$ cat src/rtl/gap_average_writer_if.sv
// Handshake and write-port bundle between the pixel source, the averaging front end and the register bank.
`timescale 1ns/1ps
interface gap_average_writer_if #(
  parameter int DW = 10
);
  logic          start;
  logic          abort;
  logic          valid;
  logic          ready;
  logic [DW-1:0] pix0;
  logic [DW-1:0] pix1;
  logic [DW-1:0] pix2;
  logic          enable_write;
  logic [15:0]   sel_write;
  logic [DW-1:0] data0;
  logic [DW-1:0] data1;
  logic [DW-1:0] data2;
  logic          busy;
  logic          done;

  modport master (
    output start, abort, valid, pix0, pix1, pix2,
    input  ready, enable_write, sel_write, data0, data1, data2, busy, done
  );

  modport slave (
    input  start, abort, valid, pix0, pix1, pix2,
    output ready, enable_write, sel_write, data0, data1, data2, busy, done
  );
endinterface

$ cat src/rtl/gap_average_writer.sv
// Global-average-pooling front end: accumulates NPIX beats for three channels per group
// and writes the rounded averages of all 16 channels into the average bank, one group per strobe.
`timescale 1ns/1ps
module gap_average_writer #(
  parameter int LOG2_NPIX = 4,
  parameter int DW        = 10
) (
  input  logic                 clk,
  input  logic                 rst,
  gap_average_writer_if.slave  bus
);
  localparam int         AW         = DW + LOG2_NPIX;
  localparam int         NPIX       = 2 ** LOG2_NPIX;
  localparam logic [2:0] LAST_GROUP = 3'd5;

  typedef enum logic [1:0] {
    IDLE  = 2'd0,
    ACCUM = 2'd1,
    WRITE = 2'd2,
    DONE  = 2'd3
  } state_t;

  state_t                 state_r;
  logic [2:0]             group_r;
  logic [LOG2_NPIX-1:0]   beat_r;
  logic [AW-1:0]          acc0_r, acc1_r, acc2_r;
  logic                   ready_r, busy_r, done_r, enable_write_r;
  logic [15:0]            sel_write_r;
  logic [DW-1:0]          data0_r, data1_r, data2_r;
  logic [AW-1:0]          sum0_s, sum1_s, sum2_s;
  logic                   last_beat_s;

  function automatic logic [15:0] sel_for_group(input logic [2:0] g);
    case (g)
      3'd0:    return 16'h0007;
      3'd1:    return 16'h0038;
      3'd2:    return 16'h01C0;
      3'd3:    return 16'h0E00;
      3'd4:    return 16'h7000;
      3'd5:    return 16'h8000;
      default: return 16'h0000;
    endcase
  endfunction

  // Round half up; the extra bit keeps the bias addition from wrapping.
  function automatic logic [DW-1:0] round_avg(input logic [AW-1:0] acc);
    logic [AW:0] biased;
    biased = {1'b0, acc} + (AW+1)'(NPIX / 2);
    return DW'(biased >> LOG2_NPIX);
  endfunction

  // Running sums including the current beat; channel 15 has no partners, so its slots add zero.
  always_comb begin
    sum0_s = acc0_r + AW'(bus.pix0);
    sum1_s = acc1_r;
    sum2_s = acc2_r;
    if (group_r != LAST_GROUP) begin
      sum1_s = acc1_r + AW'(bus.pix1);
      sum2_s = acc2_r + AW'(bus.pix2);
    end else begin
      sum1_s = acc1_r;
      sum2_s = acc2_r;
    end
  end

  assign last_beat_s = &beat_r;

  // Pass sequencer with registered outputs; write strobe and data are only non-zero in WRITE.
  always_ff @(posedge clk or posedge rst) begin
    if (rst) begin
      state_r        <= IDLE;
      group_r        <= 3'd0;
      beat_r         <= '0;
      acc0_r         <= '0;
      acc1_r         <= '0;
      acc2_r         <= '0;
      ready_r        <= 1'b0;
      busy_r         <= 1'b0;
      done_r         <= 1'b0;
      enable_write_r <= 1'b0;
      sel_write_r    <= 16'h0000;
      data0_r        <= '0;
      data1_r        <= '0;
      data2_r        <= '0;
    end else begin
      enable_write_r <= 1'b0;
      sel_write_r    <= 16'h0000;
      data0_r        <= '0;
      data1_r        <= '0;
      data2_r        <= '0;
      done_r         <= 1'b0;
      case (state_r)
        IDLE: begin
          ready_r <= 1'b0;
          busy_r  <= 1'b0;
          if (bus.start) begin
            group_r <= 3'd0;
            beat_r  <= '0;
            acc0_r  <= '0;
            acc1_r  <= '0;
            acc2_r  <= '0;
            ready_r <= 1'b1;
            busy_r  <= 1'b1;
            state_r <= ACCUM;
          end else begin
            state_r <= IDLE;
          end
        end
        ACCUM: begin
          if (bus.abort) begin
            state_r <= IDLE;
            group_r <= 3'd0;
            beat_r  <= '0;
            acc0_r  <= '0;
            acc1_r  <= '0;
            acc2_r  <= '0;
            ready_r <= 1'b0;
            busy_r  <= 1'b0;
          end else if (bus.valid) begin
            acc0_r <= sum0_s;
            acc1_r <= sum1_s;
            acc2_r <= sum2_s;
            beat_r <= beat_r + 1'b1;
            if (last_beat_s) begin
              state_r        <= WRITE;
              ready_r        <= 1'b0;
              enable_write_r <= 1'b1;
              sel_write_r    <= sel_for_group(group_r);
              data0_r        <= round_avg(sum0_s);
              data1_r        <= round_avg(sum1_s);
              data2_r        <= round_avg(sum2_s);
            end else begin
              state_r <= ACCUM;
            end
          end else begin
            state_r <= ACCUM;
          end
        end
        WRITE: begin
          beat_r <= '0;
          acc0_r <= '0;
          acc1_r <= '0;
          acc2_r <= '0;
          if (bus.abort) begin
            state_r <= IDLE;
            group_r <= 3'd0;
            ready_r <= 1'b0;
            busy_r  <= 1'b0;
          end else if (group_r != LAST_GROUP) begin
            group_r <= group_r + 3'd1;
            ready_r <= 1'b1;
            busy_r  <= 1'b1;
            state_r <= ACCUM;
          end else begin
            group_r <= 3'd0;
            ready_r <= 1'b0;
            busy_r  <= 1'b0;
            done_r  <= 1'b1;
            state_r <= DONE;
          end
        end
        DONE: begin
          state_r <= IDLE;
          group_r <= 3'd0;
          ready_r <= 1'b0;
          busy_r  <= 1'b0;
        end
        default: begin
          state_r <= IDLE;
          group_r <= 3'd0;
          beat_r  <= '0;
          acc0_r  <= '0;
          acc1_r  <= '0;
          acc2_r  <= '0;
          ready_r <= 1'b0;
          busy_r  <= 1'b0;
        end
      endcase
    end
  end

  assign bus.ready        = ready_r;
  assign bus.busy         = busy_r;
  assign bus.done         = done_r;
  assign bus.enable_write = enable_write_r;
  assign bus.sel_write    = sel_write_r;
  assign bus.data0        = data0_r;
  assign bus.data1        = data1_r;
  assign bus.data2        = data2_r;
endmodule

$ cat src/flat_wrapper.sv
// flat-port wrapper written by rule: the top's interface ports become plain ports
module gap_average_writer_flat 
#(
  parameter int LOG2_NPIX = 4,
  parameter int DW        = 10
)
  (clk, rst, bus_start, bus_abort, bus_valid, bus_pix0, bus_pix1, bus_pix2, bus_ready, bus_enable_write, bus_sel_write, bus_data0, bus_data1, bus_data2, bus_busy, bus_done);
  gap_average_writer_if #(.DW(DW)) bus_i ();
  input  logic clk;
  input  logic rst;
  input wire logic [$bits(bus_i.start)-1:0] bus_start;
  input wire logic [$bits(bus_i.abort)-1:0] bus_abort;
  input wire logic [$bits(bus_i.valid)-1:0] bus_valid;
  input wire logic [$bits(bus_i.pix0)-1:0] bus_pix0;
  input wire logic [$bits(bus_i.pix1)-1:0] bus_pix1;
  input wire logic [$bits(bus_i.pix2)-1:0] bus_pix2;
  output wire logic [$bits(bus_i.ready)-1:0] bus_ready;
  output wire logic [$bits(bus_i.enable_write)-1:0] bus_enable_write;
  output wire logic [$bits(bus_i.sel_write)-1:0] bus_sel_write;
  output wire logic [$bits(bus_i.data0)-1:0] bus_data0;
  output wire logic [$bits(bus_i.data1)-1:0] bus_data1;
  output wire logic [$bits(bus_i.data2)-1:0] bus_data2;
  output wire logic [$bits(bus_i.busy)-1:0] bus_busy;
  output wire logic [$bits(bus_i.done)-1:0] bus_done;
  assign bus_i.start = bus_start;
  assign bus_i.abort = bus_abort;
  assign bus_i.valid = bus_valid;
  assign bus_i.pix0 = bus_pix0;
  assign bus_i.pix1 = bus_pix1;
  assign bus_i.pix2 = bus_pix2;
  assign bus_ready = bus_i.ready;
  assign bus_enable_write = bus_i.enable_write;
  assign bus_sel_write = bus_i.sel_write;
  assign bus_data0 = bus_i.data0;
  assign bus_data1 = bus_i.data1;
  assign bus_data2 = bus_i.data2;
  assign bus_busy = bus_i.busy;
  assign bus_done = bus_i.done;
  gap_average_writer #(.LOG2_NPIX(LOG2_NPIX), .DW(DW)) u_core (.clk(clk), .rst(rst), .bus(bus_i));
endmodule
$ cat config.mk
export PLATFORM = sky130hd
export DESIGN_NAME = gap_average_writer_flat
export DESIGN_NICKNAME = d
export VERILOG_FILES = /design/src/rtl/gap_average_writer_if.sv /design/src/rtl/gap_average_writer.sv /design/src/flat_wrapper.sv
export SDC_FILE = /design/constraint.sdc
export NUM_CORES = 1
export LEC_CHECK = 0
export BUFFER_PORTS_ARGS = -buffer_cell sky130_fd_sc_hd__clkbuf_2
export CAP_MARGIN = 25
export CORE_MARGIN = 10
export CORE_UTILIZATION = 45
export CTS_BUF_LIST = sky130_fd_sc_hd__clkbuf_8 sky130_fd_sc_hd__clkbuf_16
export CTS_CLUSTER_SIZE = 40
export DETAILED_ROUTE_END_ITERATION = 8
export GPL_ROUTABILITY_DRIVEN = 1
export PLACE_DENSITY = 0.65
export SETUP_SLACK_MARGIN = 0.2
export SLEW_MARGIN = 10
export SYNTH_ARGS = -nofsm -noshare
export SYNTH_HDL_FRONTEND = slang
export SYNTH_SLANG_ARGS = --single-unit
$ cat constraint.sdc
create_clock -name clk -period 8.04 [get_ports clk]
set_input_delay 0.804 -clock clk [delete_from_list [all_inputs] [get_ports clk]]
set_output_delay 0.804 -clock clk [all_outputs]
set_load 0.1 [all_outputs]
==> out/metrics.cfg <==
[placed_design]
place_area_um2=6270
io_buffers=84
globalplace.congestion=0.873
dp_cells=852
dp_hpwl_um=10600

[clock_network]
cts-resized-gates=0
cts_tree=yes
postCtsSetupBuffers=0
ctsLongestPathBuffers=2
cts_hold_buf=0
clock_sinks=91
clk_pin_slew_ps=60
cts-root-buf=clkbuf_16
cts_made_buffers=9
clock_latency_ps=360
htree_levels=3

[layout]
antenna_cells=0
final_cell_area_um2=6670
stdcell_count=869
areaGrowthSynthToFinish_pct=14.4
drive_above_1_share_pct=17.9
utilization_pct=52.7
num-nets-final=765

[setup_path]
crit_family=simple AND/OR/NAND/NOR gates
crit_path_top_delay_cell=nor4_1
worstSetupStartpointType=input pin
required_ps=8260
ff2ff_setup_slack_ps=4590
crit_buf_inv=3
critPathCaptureType=flop
rr_worst_depth=14
reg2reg_from=u_core.acc0_r[0]
worstPathMaxFanout=3
path_cells=clkbuf_2, ha_1, inv_1, fa_1, nor2b_1, o21a_1, nor2_1, xnor2_1, ha_1, inv_1, nor4_1, nand4_1, nor3_1, a31o_2, a21oi_1
max_stage_delay_ps=600
crit_type=in2reg
worstPathArrival_ps=3850
r2r_end=u_core.bus.data0[9]

[routing]
drt-vias-per-instance=5.72
drt_wl_total_um=14600
post_drt_wl_per_cell_um=16.8
vias=4974
drtAntennaViolNets=0
drc=0
drt_iter0_markers=260
first_pass_iters=4

[timing]
max_freq_mhz=276
fin_crit_sh_pct=45.1
rsz0062_at_grt=no
relSlewSlack_pct=40.2
worstMarginPinSlew_ps=895
skew_ps=9.52
final-setup-viol-count=0
finalSetupTns_ps=0
fin_crit_ps=3630
slew_viol_final=0
hold_violations=0

[synth]
syn_area_um2=5830
synthArstFlopShare_pct=100
ys_ff_latch=91
synth_area_per_cell_um2=9.24
yosysSeqAreaShare_pct=39.0
syn-num-nets=704
ys_warn_count=0
synth_cell_types=72
synth_cells=631
synth-edff-count=0
synthFlopType=dfrtp_1

[hold_path]
hold_path.class=in2async

[pwr]
irDropWorstVdd_uv=163
cellPowerDensity_nw_per_um2=203
power_mw=1.36
leakage_nw=3.09

[global_routing]
grt_max_degree=80
grt_pass1_vias=4900
grt-ovfl-total=0
antenna_found_initial=0
grtUsageTotal_pct=16.6
grt_first_pass_wirelength_um=24600

[floorplanning]
dieArea_um2=17900
core_um2=12700
num_io_pins=85
die_w_um=134
die-height_um=134
num_rows=41
initial_core_util_pct=46.0

[flow_run]
max_cap_viol_count=0

[outcome]
status=finished, final reports clean

synth_stat cells (all sizes together) (15+ instances only):
cell type	number	share of area (%)
ha	35	7.5
inv	28	1.8
nor2	43	2.8
a21oi	28	2.4
nor3	28	2.5
nand2	57	3.7
dfrtp	91	39
xor2	15	2.3
xnor2	16	2.4
o21ai	49	4.2
buf	24	3.1
cell type report:
cell class                 count  area, µm²
tap                          172        215
clock inverter                 5        124
timing repair buffer          88        470
multi-input combinational    474       3230
fill                        1183       6000
clock buffer                  11        253
sequential                    91       2280
inverter                      28        106
power breakdown:
group          switching [mW]  total, mW  internal, mW
registers              0.0165      0.493         0.477
clock network           0.179      0.530         0.351
logic                   0.207      0.334         0.127
total                   0.402       1.36         0.955
sequential cells by signal, summed over array words and instances, names as in the netlist:
register and count:
u_core.bus.enable_write 1, u_core.bus.data1 10, u_core.bus.data2 10, u_core.bus.sel_write 6, u_core.bus.data0 10, u_core.acc1_r 14
u_core.beat_r 4, u_core.bus.busy 1, u_core.acc2_r 14, u_core.group_r 3, u_core.state_r 2, u_core.bus.done 1
u_core.bus.ready 1, u_core.acc0_r 14
kinds of logic after synthesis:
group	Yosys count	share of synthesized area, %
and+or+nand+nor	229	20.9
AOI/OAI and AO/OA	173	20.5
buffers and inverters	66	5.84
adders and majority gates	38	8.54
DFF	91	39.0
muxes	3	0.536
xor gates and xnor gates	31	4.66
worst max-delay path by stage:
stage                 from                  end  cells past startpoint
2_1_floorplan  bus_pix2[0]  u_core.bus.data2[8]                     11
3_3_place_gp   bus_pix2[0]  u_core.bus.data2[8]                     12
3_5_place_dp   bus_pix0[0]  u_core.bus.data0[9]                     15
4_1_cts        bus_pix0[0]  u_core.bus.data0[9]                     15
5_1_grt        bus_pix0[0]  u_core.bus.data0[9]                     15
6_report       bus_pix0[0]  u_core.bus.data0[9]                     15
cell usage in the layout (no fill, tap or decap), types with 10 or more instances in the layout:
master	n
inv_1	28
ha_1	35
xnor2_1	16
a22o_1	14
nor2_1	43
nor4_1	13
a21oi_1	28
and3_1	10
dfrtp_1	91
clkbuf_2	84
nand3_1	14
nor3_1	27
o21a_1	12
nand2_1	57
o21ai_0	49
xor2_1	15
routing by layer:
metal | part of all wire (%) | GRT usage, % | wire length [µm] | up-vias
li1 | - | - | - | 2434
met1 | 43 | 19.9 | 6260 | 2405
met2 | 50 | 28.3 | 7310 | 119
met3 | 5.8 | 4.26 | 851 | 16
met4 | 1.4 | 5.68 | 203 | 0
met5 | 0 | 0 | 0 | -
stage by stage:
step	hold slack (ps)	worst slack [ps]
finish	339	4410
global route	341	4130
CTS	336	4560
detailed placement	473	4240
global placement	464	4340
floorplan	447	4690
(Power assumes the default switching activity.)
